`src/rtl/mem_store_unit_if.sv`:
```
// Store-unit handshake bundle: execute-side request,
// data-memory write port and status pulses.
interface mem_store_unit_if;
   logic        req_valid;
   logic        req_ready;
   logic [31:0] req_addr;
   logic [31:0] req_data;
   logic [2:0]  req_op;
   logic        mem_req;
   logic        mem_gnt;
   logic [31:0] mem_addr;
   logic [31:0] mem_wdata;
   logic [3:0]  mem_be;
   logic        done;
   logic        err;
   logic        busy;

   modport master (
      output req_valid, req_addr, req_data, req_op, mem_gnt,
      input  req_ready, mem_req, mem_addr, mem_wdata, mem_be,
      input  done, err, busy
   );

   modport slave (
      input  req_valid, req_addr, req_data, req_op, mem_gnt,
      output req_ready, mem_req, mem_addr, mem_wdata, mem_be,
      output done, err, busy
   );
endinterface

```
`src/rtl/mem_store_unit.sv`:
```
// Store unit: aligns SB/SH/SW data into byte lanes and
// issues one or two word beats to data memory.
module mem_store_unit (
   input logic       clk,
   input logic       rst,
   mem_store_unit_if.slave bus
);
   localparam logic [1:0] IDLE  = 2'd0;
   localparam logic [1:0] BEAT0 = 2'd1;
   localparam logic [1:0] BEAT1 = 2'd2;

   logic [1:0]  state;
   logic        mem_req;
   logic [31:0] mem_addr;
   logic [31:0] mem_wdata;
   logic [3:0]  mem_be;
   logic        done;
   logic        err;
   logic [31:0] hi_data;
   logic [3:0]  hi_be;

   logic        op_ok;
   logic [3:0]  mask;
   logic [1:0]  off;
   logic [63:0] data64;
   logic [7:0]  be64;

   always_comb begin
      op_ok  = 1'b1;
      mask   = 4'b0000;
      off    = bus.req_addr[1:0];
      unique case (bus.req_op)
         3'b000:  mask = 4'b0001;
         3'b001:  mask = 4'b0011;
         3'b010:  mask = 4'b1111;
         default: op_ok = 1'b0;
      endcase
      be64   = {4'b0000, mask} << off;
      data64 = {32'b0, bus.req_data} << {off, 3'b000};
   end

   always_ff @(posedge clk) begin
      if (rst) begin
         state     <= IDLE;
         mem_req   <= 1'b0;
         mem_addr  <= 32'h0;
         mem_wdata <= 32'h0;
         mem_be    <= 4'b0000;
         hi_data   <= 32'h0;
         hi_be     <= 4'b0000;
         done      <= 1'b0;
         err       <= 1'b0;
      end else begin
         done <= 1'b0;
         err  <= 1'b0;
         unique case (state)
            IDLE: begin
               if (bus.req_valid && op_ok) begin
                  state     <= BEAT0;
                  mem_req   <= 1'b1;
                  mem_addr  <= {bus.req_addr[31:2], 2'b00};
                  mem_wdata <= data64[31:0];
                  mem_be    <= be64[3:0];
                  hi_data   <= data64[63:32];
                  hi_be     <= be64[7:4];
               end else if (bus.req_valid) begin
                  err <= 1'b1;
               end
            end
            BEAT0: begin
               if (bus.mem_gnt) begin
                  if (hi_be != 4'b0000) begin
                     // wraps naturally past 0xFFFFFFFC
                     state     <= BEAT1;
                     mem_addr  <= mem_addr + 32'd4;
                     mem_wdata <= hi_data;
                     mem_be    <= hi_be;
                  end else begin
                     state   <= IDLE;
                     mem_req <= 1'b0;
                     mem_be  <= 4'b0000;
                     done    <= 1'b1;
                  end
               end
            end
            BEAT1: begin
               if (bus.mem_gnt) begin
                  state   <= IDLE;
                  mem_req <= 1'b0;
                  mem_be  <= 4'b0000;
                  done    <= 1'b1;
               end
            end
            default: begin
               state   <= IDLE;
               mem_req <= 1'b0;
               mem_be  <= 4'b0000;
            end
         endcase
      end
   end

   assign bus.req_ready = (state == IDLE);
   assign bus.busy      = (state != IDLE);
   assign bus.mem_req   = mem_req;
   assign bus.mem_addr  = mem_addr;
   assign bus.mem_wdata = mem_wdata;
   assign bus.mem_be    = mem_be;
   assign bus.done      = done;
   assign bus.err       = err;
endmodule

```
`src/flat_wrapper.sv`:
```
// flat-port wrapper written by rule: the top's interface ports become plain ports
module mem_store_unit_flat 
  (clk, rst, bus_req_valid, bus_req_addr, bus_req_data, bus_req_op, bus_mem_gnt, bus_req_ready, bus_mem_req, bus_mem_addr, bus_mem_wdata, bus_mem_be, bus_done, bus_err, bus_busy);
  mem_store_unit_if bus_i ();
  input logic clk;
  input logic rst;
  input wire logic [$bits(bus_i.req_valid)-1:0] bus_req_valid;
  input wire logic [$bits(bus_i.req_addr)-1:0] bus_req_addr;
  input wire logic [$bits(bus_i.req_data)-1:0] bus_req_data;
  input wire logic [$bits(bus_i.req_op)-1:0] bus_req_op;
  input wire logic [$bits(bus_i.mem_gnt)-1:0] bus_mem_gnt;
  output wire logic [$bits(bus_i.req_ready)-1:0] bus_req_ready;
  output wire logic [$bits(bus_i.mem_req)-1:0] bus_mem_req;
  output wire logic [$bits(bus_i.mem_addr)-1:0] bus_mem_addr;
  output wire logic [$bits(bus_i.mem_wdata)-1:0] bus_mem_wdata;
  output wire logic [$bits(bus_i.mem_be)-1:0] bus_mem_be;
  output wire logic [$bits(bus_i.done)-1:0] bus_done;
  output wire logic [$bits(bus_i.err)-1:0] bus_err;
  output wire logic [$bits(bus_i.busy)-1:0] bus_busy;
  assign bus_i.req_valid = bus_req_valid;
  assign bus_i.req_addr = bus_req_addr;
  assign bus_i.req_data = bus_req_data;
  assign bus_i.req_op = bus_req_op;
  assign bus_i.mem_gnt = bus_mem_gnt;
  assign bus_req_ready = bus_i.req_ready;
  assign bus_mem_req = bus_i.mem_req;
  assign bus_mem_addr = bus_i.mem_addr;
  assign bus_mem_wdata = bus_i.mem_wdata;
  assign bus_mem_be = bus_i.mem_be;
  assign bus_done = bus_i.done;
  assign bus_err = bus_i.err;
  assign bus_busy = bus_i.busy;
  mem_store_unit u_core (.clk(clk), .rst(rst), .bus(bus_i));
endmodule
```
`config.mk`:
```
export PLATFORM = sky130hd
export DESIGN_NAME = mem_store_unit_flat
export DESIGN_NICKNAME = d
export VERILOG_FILES = /design/src/rtl/mem_store_unit_if.sv /design/src/rtl/mem_store_unit.sv /design/src/flat_wrapper.sv
export SDC_FILE = /design/constraint.sdc
export NUM_CORES = 1
export LEC_CHECK = 0
export ABC_AREA = 1
export BUFFER_PORTS_ARGS = -buffer_cell sky130_fd_sc_hd__buf_4
export CAP_MARGIN = 20
export CORE_ASPECT_RATIO = 0.7
export CORE_UTILIZATION = 55
export CTS_BUF_LIST = sky130_fd_sc_hd__clkbuf_8 sky130_fd_sc_hd__clkbuf_16
export CTS_CLUSTER_SIZE = 40
export DETAILED_ROUTE_END_ITERATION = 16
export PLACE_DENSITY = 0.8
export SLEW_MARGIN = 20
export SYNTH_ARGS = -nofsm -noshare
export SYNTH_HDL_FRONTEND = slang
export SYNTH_SLANG_ARGS = --single-unit
```
`constraint.sdc`:
```
create_clock -name clk -period 5.2 [get_ports clk]
set_input_delay 0.78 -clock clk [delete_from_list [all_inputs] [get_ports clk]]
set_output_delay 0.78 -clock clk [all_outputs]
set_load 0.005 [all_outputs]
```
# Yosys cells after proc, flatten, opt, wreduce, memory -nomap -nowiden
# Index checks and enable logic that the tools add are counted.
# totals
reg_bits,109
in_bits,71
output_inout_bits,73
word_cells,64
# op_classes
n_addsub,1
n_eq_ne,9
shift,2
muxes,30
n_bitwise,1
n_reduce_logical,12
# op_table
op,count
$mux W32,6
$pmux W32 S2,2
$shl A32 B5 Y64,1
$add A32 B3 Y32 const B,1
$pmux W4 S3,2
$mux W4,4
$mux W1,9
$mux W2,4
$reduce_and A4 Y1,2
$shl A4 B2 Y8,1
$ne A2 B2 Y1 const B,3
$pmux W2 S3,1
$reduce_or A3 Y1,2
$ne A2 B1 Y1 const B,2
$reduce_bool A2 Y1,2
$reduce_bool A4 Y1,1
$eq A3 B1 Y1 const B,1
$eq A3 B2 Y1 const B,1
$logic_not A3 Y1,1
$pmux W1 S3,1
$reduce_and A3 Y1,1
$eq A2 B1 Y1 const B,1
$eq A2 B2 Y1 const B,1
$logic_not A2 Y1,1
4 further kinds,4

# Longest topological paths before layout
# Gate-level depths: netlist of run 1.
# logic_depth
word_depth,6
mapped_depth,11
mapped_depth_nobuf,10

# Worst setup path before layout of run 1
# Ideal clock, no wire load.
# synth_timing
path_kind,input port to flip-flop
startpoint,in bus_req_op[0]
endpoint,"reg u_core.mem_addr[6], in the netlist u_core.bus.mem_addr[6]"
setup_time_ns,0.115
t_arrival_ns,1.798
required_ns,5.085
slack_ns,3.287
cell_stages,9
path_buffers,1
path_cell_list,a21oi_4 nand2_2 nand2_2 nand2_4 nor2_8 buf_2 o21ai_0 nand2_1 nor2_1
# synth_between
elab_chain_len,6
elab_cells_between_ends,8
classes_between,3 x eq/ne; 1 x mux; 4 x reduce/logical
# synth_rtl
item,line,text
from (decl),flat_wrapper.sv:10,input wire logic [$bits(bus_i.req_op)-1:0] bus_req_op;
"$eq A3 B1 Y1, or another cell as far along",mem_store_unit.sv:32,unique case (bus.req_op)
$reduce_or A3 Y1 (no source line) (*),n/a,
$mux W1 (*),mem_store_unit.sv:32,
$logic_and A1 B1 Y1 (*),mem_store_unit.sv:58,if (bus.req_valid && op_ok) begin
$ne A2 B1 Y1 (no source line) (*),n/a,
$reduce_and A4 Y1 (no source line) (*),n/a,
to (signal assigned),mem_store_unit.sv:61,"mem_addr <= {bus.req_addr[31:2], 2'b00};"
to (signal assigned),mem_store_unit.sv:75,mem_addr <= mem_addr + 32'd4;
to (decl),mem_store_unit.sv:14,logic [31:0] mem_addr;
# Mark *: on every way between the ends. The rest lies on a longest branch, timed or not.
# A chain may end at the register's enable or synchronous reset.

# Final worst setup path of run 1
# layout_timing
startpoint,reg u_core.state[1]
endpoint,"reg u_core.mem_wdata[21], in the netlist u_core.bus.mem_wdata[21]"
# layout_between
elab_chain_len,3
elab_cells_between_ends,8
classes_between,4 x eq/ne; 1 x mux; 3 x reduce/logical
# layout_rtl
item,line,text
from (decl),mem_store_unit.sv:12,logic [1:0] state;
from (signal assigned),mem_store_unit.sv:44,state <= IDLE;
from (signal assigned),mem_store_unit.sv:59,state <= BEAT0;
from (signal assigned),mem_store_unit.sv:74,state <= BEAT1;
$eq A2 B1 Y1 / $logic_not A2 Y1 (equally long branches),mem_store_unit.sv:56,unique case (state)
"$ne A2 B1 Y1 (no source line), or another cell as far along",n/a,
$reduce_and A4 Y1 (no source line),n/a,
to (signal assigned),mem_store_unit.sv:62,mem_wdata <= data64[31:0];
to (signal assigned),mem_store_unit.sv:76,mem_wdata <= hi_data;
to (decl),mem_store_unit.sv:15,logic [31:0] mem_wdata;
# Parallel ways exist; a longest one is shown, timed or not.

==> impl_metrics.env, run 1 <==
export IMPL_status="complete, no violations"
export IMPL_ant_nets=0
export IMPL_hold_path_endpoint="u_core.hi_data[4]"
export IMPL_rows=30
export IMPL_first_pass_iters=5
export IMPL_min_from="u_core.hi_data[4]"
export IMPL_finalCritPeriodShare_pct=57.8
export IMPL_drc_errors=0
export IMPL_synth_xor_area_share_pct=0
export IMPL_grt_util_all_layers_pct=35.2
export IMPL_cts_resized=0
export IMPL_gp_congestion=0.983
export IMPL_finalNetCount=1048
export IMPL_synth_mux_area_share_pct=2.72
export IMPL_die_area_um2=10400
export IMPL_hold_viol=0
export IMPL_layout_commonest_cell="nand2_1"
export IMPL_grt_pass1_wl_mm=28.8
export IMPL_final_cell_mix="nand2_1, buf_4, nor2_1, dfxtp_1, a21oi_1"
export IMPL_dp_hpwl_mm=12.6
export IMPL_worst_pin_slew_ps=975
export IMPL_r2r_start="u_core.state[1]"
export IMPL_p_sw_uw=1360
export IMPL_insertion_delay_ps=350
export IMPL_rr_endpoint="u_core.bus.mem_wdata[21]"
export IMPL_grt_pass1_vias=5768
export IMPL_critPathLaunchType="flip-flop"
export IMPL_viasPerCell=5.77
export IMPL_first_iter_violations=773
export IMPL_diodes=0
export IMPL_clock_skew_ps=6.88
export IMPL_ff_latch_area_um2=1960
export IMPL_finalMaxSlewViolations=0
export IMPL_critPathSlowestCell="ha_2"
export IMPL_wl_per_cell_um=16.4
export IMPL_antenna_found_initial=0
export IMPL_max_cap_violations=0
export IMPL_syn2layout_area_growth_pct=24.3
export IMPL_drive_gt1_share_pct=17.9
export IMPL_cts_path_max_buffers=2
export IMPL_synth_seq_cells=98
export IMPL_rsz0062_at_grt="no"
export IMPL_synth_seq_area_share_pct=35.6
export IMPL_portBuffers=141
export IMPL_timing_final_crit_period_ps=3000
export IMPL_pwr_share_clk_pct=22.3
export IMPL_max_stage_delay_ps=680
export IMPL_nFillCells=840
export IMPL_power_leakage_uw=0.00284
export IMPL_power_switching_share_pct=41.2
export IMPL_path_common_cell="inv_1"
export IMPL_fp_dieW_um=122
export IMPL_reg2reg_slack_ps=2200
export IMPL_p_int_uw=1930
export IMPL_core_area_um2=9720
export IMPL_seq_power_share_pct=35.1
export IMPL_hold_class="flip-flop to flip-flop"
export IMPL_yosys_warnings=0
export IMPL_synth_compound_area_share_pct=19.3
export IMPL_p_comb_share_pct=42.6
export IMPL_die_y_um=85.7
export IMPL_htreeDepth=3
export IMPL_worstPathRequired_ps=5400
export IMPL_arrival_ps=3200
export IMPL_root_buffer="clkbuf_16"
export IMPL_synth_adder_area_share_pct=0.908
export IMPL_cts_made_buffers=9
export IMPL_holdBufCountCts=0
export IMPL_cts_clk_slew_worst_paths_ps=70
export IMPL_vias=6383
export IMPL_gr_total_overflow=0
export IMPL_cellPowerDensity_nw_per_um2=480
export IMPL_routed_wl_mm=18.1
export IMPL_grt_max_degree=82
export IMPL_peakVddDrop_mv=0.259
export IMPL_finalSetupTns_ps=0
export IMPL_crit_fanout=36
export IMPL_cts_tree="built"
export IMPL_synthSimpleGateAreaFrac_pct=33.2
export IMPL_finalSetupViolations=0
export IMPL_crit_path_cell_trace="inv_1 > ha_2 > inv_1 > nand2_1 > nor2_1 > a221oi_1 > a21oi_1"
export IMPL_syn_area_per_cell_um2=6.36
export IMPL_multi_input_area_um2=3110
export IMPL_max_freq_mhz=333
export IMPL_initial_core_util_pct=56.7
export IMPL_yosysUniqueCellTypes=31
export IMPL_crit_type="flip-flop to flip-flop"
export IMPL_power_uw=3290
export IMPL_synth_top_family_by_area="simple AND/OR/NAND/NOR gates"
export IMPL_rr_worst_depth=7
export IMPL_syn_area_um2=5510
export IMPL_worstHoldPathCells=2
export IMPL_post_cts_buffers=0
export IMPL_synth_cells=867
export IMPL_relSlewSlack_pct=34.8
export IMPL_endpoint_kind="flip-flop"
export IMPL_cts_sinks=98
export IMPL_ios=144
synthesized netlist by cell type (all sizes together):
cell	number	area [um^2]
nand2	235	897
a31oi	1	6.26
mux2i	15	150
o211ai	1	7.51
conb	1	3.75
nor3	22	110
nand4	4	25.0
nand3b	2	15.0
ha	4	50.1
dfxtp	98	1960
buf	24	135
clkbuf	27	101
or2	6	37.5
o21ai	78	394
o31ai	2	15.0
a211oi	15	113
nand3	42	210
nor2	138	537
inv	55	206
o22ai	10	62.6
a221oi	7	61.3
clkinv	1	3.75
a21oi	79	407
power groups by stage:
stage,logic (uW),registers (uW),clock network [uW]
5_1_grt,1560,1180,755
2_1_floorplan,882,1120,0
3_3_place_gp,1340,1150,0
4_1_cts,1380,1150,732
6_report,1400,1160,732
3_5_place_dp,1370,1160,0
stage by stage:
stage | utilization (%) | hold WS (ps) | worst slack, ps | cells | area, um^2
final | 70.5 | 466 | 2200 | 1106 | 6850
after global routing | 70.5 | 490 | 1980 | 1106 | 6850
after CTS | 70.5 | 466 | 2320 | 1106 | 6850
after detailed placement | 67.2 | 450 | 2320 | 1090 | 6530
after global placement | 67.2 | 446 | 2380 | 1090 | 6530
after floorplan | - | 424 | 3290 | 868 | 5510
final cells by class:
cell class	count	area share [%]
Multi-Input combinational cell	663	45.4
Clock buffer	10	3.49
Clock inverter	6	1.21
Sequential cell	98	28.6
Timing Repair Buffer	145	15.9
Tap cell	128	2.34
Inverter	56	3.07
worst max path at each step:
stage               startpoint                        to  cells past startpoint
2_1_floorplan    bus_req_op[0]    u_core.bus.mem_addr[6]                      9
3_3_place_gp   u_core.state[1]  u_core.bus.mem_wdata[21]                      7
3_5_place_dp   u_core.state[1]  u_core.bus.mem_wdata[21]                      7
4_1_cts        u_core.state[1]  u_core.bus.mem_wdata[21]                      7
5_1_grt        u_core.state[1]  u_core.bus.mem_wdata[21]                      7
6_report       u_core.state[1]  u_core.bus.mem_wdata[21]                      7
flip-flops by register name, indices dropped and copies added, names as in the netlist:
signal,count
u_core.bus.done,1
u_core.bus.err,1
u_core.bus.mem_addr,30
u_core.bus.mem_be,4
u_core.bus.mem_req,1
u_core.bus.mem_wdata,32
u_core.hi_be,3
u_core.hi_data,24
u_core.state,2
routing by layer:
layer	share of wire, %	vias up	GRT usage, %	routed length [um]
li1	-	3057	-	-
met1	45	2887	51.0	8150
met2	41	402	50.1	7370
met3	12	37	10.2	2230
met4	1.9	0	10.1	335
met5	0	-	0	0
worst max-delay path, delay by kind of cell, from the launching register on:
family | cells | cell delay, ps
simple gates | 2 | 760
buf+inv | 2 | 680
compound gates | 2 | 400
fa+ha+maj | 1 | 680
flops | 1 | 320
cells by family (layout without fill, tap and decap cells):
family / after synthesis / after routing
AOI/OAI and AO/OA: 193 / 193
adders and majority gates: 4 / 4
buffers and inverters: 107 / 217
DFF: 98 / 98
muxes: 15 / 15
other: 1 / 2
and+or+nand+nor: 449 / 449
Power figures use the tool's default switching activity.
==> run 2: changes to the inputs <==
Settings changed: CORE_UTILIZATION 55 to 53, PLACE_DENSITY 0.8 to 0.77.
Clock period 5.2 ns to 2.9 ns, I/O delays scaled along.
==> impl_metrics.env, run 2 (synthesized netlist as in run 1, its figures left out) <==
export IMPL_clock_skew_ps=9.77
export IMPL_initial_core_util_pct=55.6
export IMPL_rows=30
export IMPL_worst_pin_slew_ps=642
export IMPL_ios=144
export IMPL_critPathSlowestCell="o21ai_2"
export IMPL_hold_viol=0
export IMPL_cts_made_buffers=9
export IMPL_routed_wl_mm=18.1
export IMPL_relSlewSlack_pct=57.1
export IMPL_hold_class="primary input to flip-flop"
export IMPL_largest_reg_flops=32
export IMPL_arrival_ps=2620
export IMPL_crit_type="flip-flop to flip-flop"
export IMPL_portBuffers=141
export IMPL_largest_register="u_core.bus.mem_wdata"
export IMPL_grt_pass1_vias=5538
export IMPL_post_cts_buffers=0
export IMPL_drive_gt1_share_pct=18.6
export IMPL_critPathLaunchType="flip-flop"
export IMPL_finalSetupTns_ps=0
export IMPL_cts_resized=0
export IMPL_holdBufCountCts=0
export IMPL_insertion_delay_ps=340
export IMPL_crit_buf_inv=2
export IMPL_layout_commonest_cell="nand2_1"
export IMPL_htreeDepth=3
export IMPL_wl_per_cell_um=16.3
export IMPL_cts_path_max_buffers=2
export IMPL_rsz0062_at_grt="no"
export IMPL_die_area_um2=10800
export IMPL_finalSetupViolations=0
export IMPL_die_y_um=87.3
export IMPL_first_iter_violations=769
export IMPL_dp_hpwl_mm=13.1
export IMPL_finalHoldWorstSlack_ps=367
export IMPL_root_buffer="clkbuf_16"
export IMPL_first_pass_iters=5
export IMPL_finalNetCount=1055
export IMPL_final_cell_mix="nand2_1, buf_4, nor2_1, dfxtp_1, a21oi_1"
export IMPL_reg_top3="u_core.bus.mem_wdata (32), u_core.bus.mem_addr (30), u_core.hi_data (24)"
export IMPL_worstPathRequired_ps=3160
export IMPL_grt_util_all_layers_pct=33.5
export IMPL_nFillCells=863
export IMPL_gr_total_overflow=0
export IMPL_finalMaxSlewViolations=0
export IMPL_gp_congestion=0.913
export IMPL_diodes=0
export IMPL_ant_nets=0
export IMPL_crit_family="compound AO/OA/AOI/OAI gates"
export IMPL_finalCritPeriodShare_pct=81.4
export IMPL_cts_sinks=98
export IMPL_cts_tree="built"
export IMPL_viasPerCell=5.75
export IMPL_postLayoutCoreUtil_pct=69.3
export IMPL_cellPowerDensity_nw_per_um2=838
export IMPL_max_freq_mhz=424
export IMPL_peakVddDrop_mv=0.484
export IMPL_crit_path_cell_trace="inv_1 > ha_1 > o21ai_2 > nor2_8 > inv_2 > nand2_1 > a21oi_1"
export IMPL_syn2layout_area_growth_pct=24.6
export IMPL_drc_errors=0
export IMPL_grt_pass1_wl_mm=27.7
export IMPL_status="complete, no violations"
export IMPL_vias=6398
export IMPL_power_leakage_uw=0.00286
export IMPL_timing_final_crit_period_ps=2360
export IMPL_crit_fanout=34
export IMPL_antenna_found_initial=0
export IMPL_fp_dieW_um=124
export IMPL_cts_clk_slew_worst_paths_ps=70
export IMPL_endpoint_kind="flip-flop"
export IMPL_max_stage_delay_ps=530
export IMPL_core_area_um2=9910
export IMPL_grt_max_degree=70
export IMPL_max_cap_violations=0
[run 2: cell count changes in the layout (fill, tap and decap cells not counted), sizes merged]
cell | previous run | this run
buf | 145 | 152
bufinv | 2 | 0
clkbuf | 10 | 9
clkinv | 1 | 4
[run 2: worst paths after layout]
check,startpoint,slack (ps),end,cells past startpoint
worst max-delay path,u_core.state[0],540,u_core.bus.mem_addr[15],7
worst min-delay path,bus_req_valid,370,u_core.bus.err,3
worst max register to register,u_core.state[0],540,u_core.bus.mem_addr[15],7
worst min register to register,u_core.hi_data[2],460,u_core.hi_data[2],2
[run 2: per-layer routing]
metal  wire, um  global-route usage, %  up-vias
met5          0                      0        -
met1       8350                   48.8     2960
met4        170                   7.56        0
li1           -                      -     3082
met3       1820                   7.59       19
met2       7780                   49.8      337
[run 2: stage by stage]
stage	power (uW)	instances	cell area (um^2)	setup slack [ps]
floorplan	3580	868	5510	1160
global placement	4500	1097	6590	763
detailed placement	4600	1097	6590	655
CTS	5720	1113	6870	588
global route	6120	1113	6870	384
finish	5750	1113	6870	540
[run 2: area by class of cell]
cell class	instances	area (um^2)	area share (%)
multi-input combinational	663	3110	45.3
sequential	98	1960	28.6
clock inverter	7	46.3	0.674
inverter	56	210	3.06
clock buffer	9	225	3.28
tap	128	160	2.33
timing repair buffer	152	1150	16.8
[run 2: worst reg2reg max path, cell delays in order, from the launching register on]
cell and delay, ps:
dfxtp_1 360, inv_1 70, ha_1 340, o21ai_2 530, nor2_8 120, inv_2 510
nand2_1 150, a21oi_1 200
[run 2: report_power, final]
group	total (uW)	leakage (uW)	switching [uW]	internal, uW
registers	2060	0.000802	357	1700
logic	2570	0.00192	1540	1030
clock network	1120	0.000133	537	581
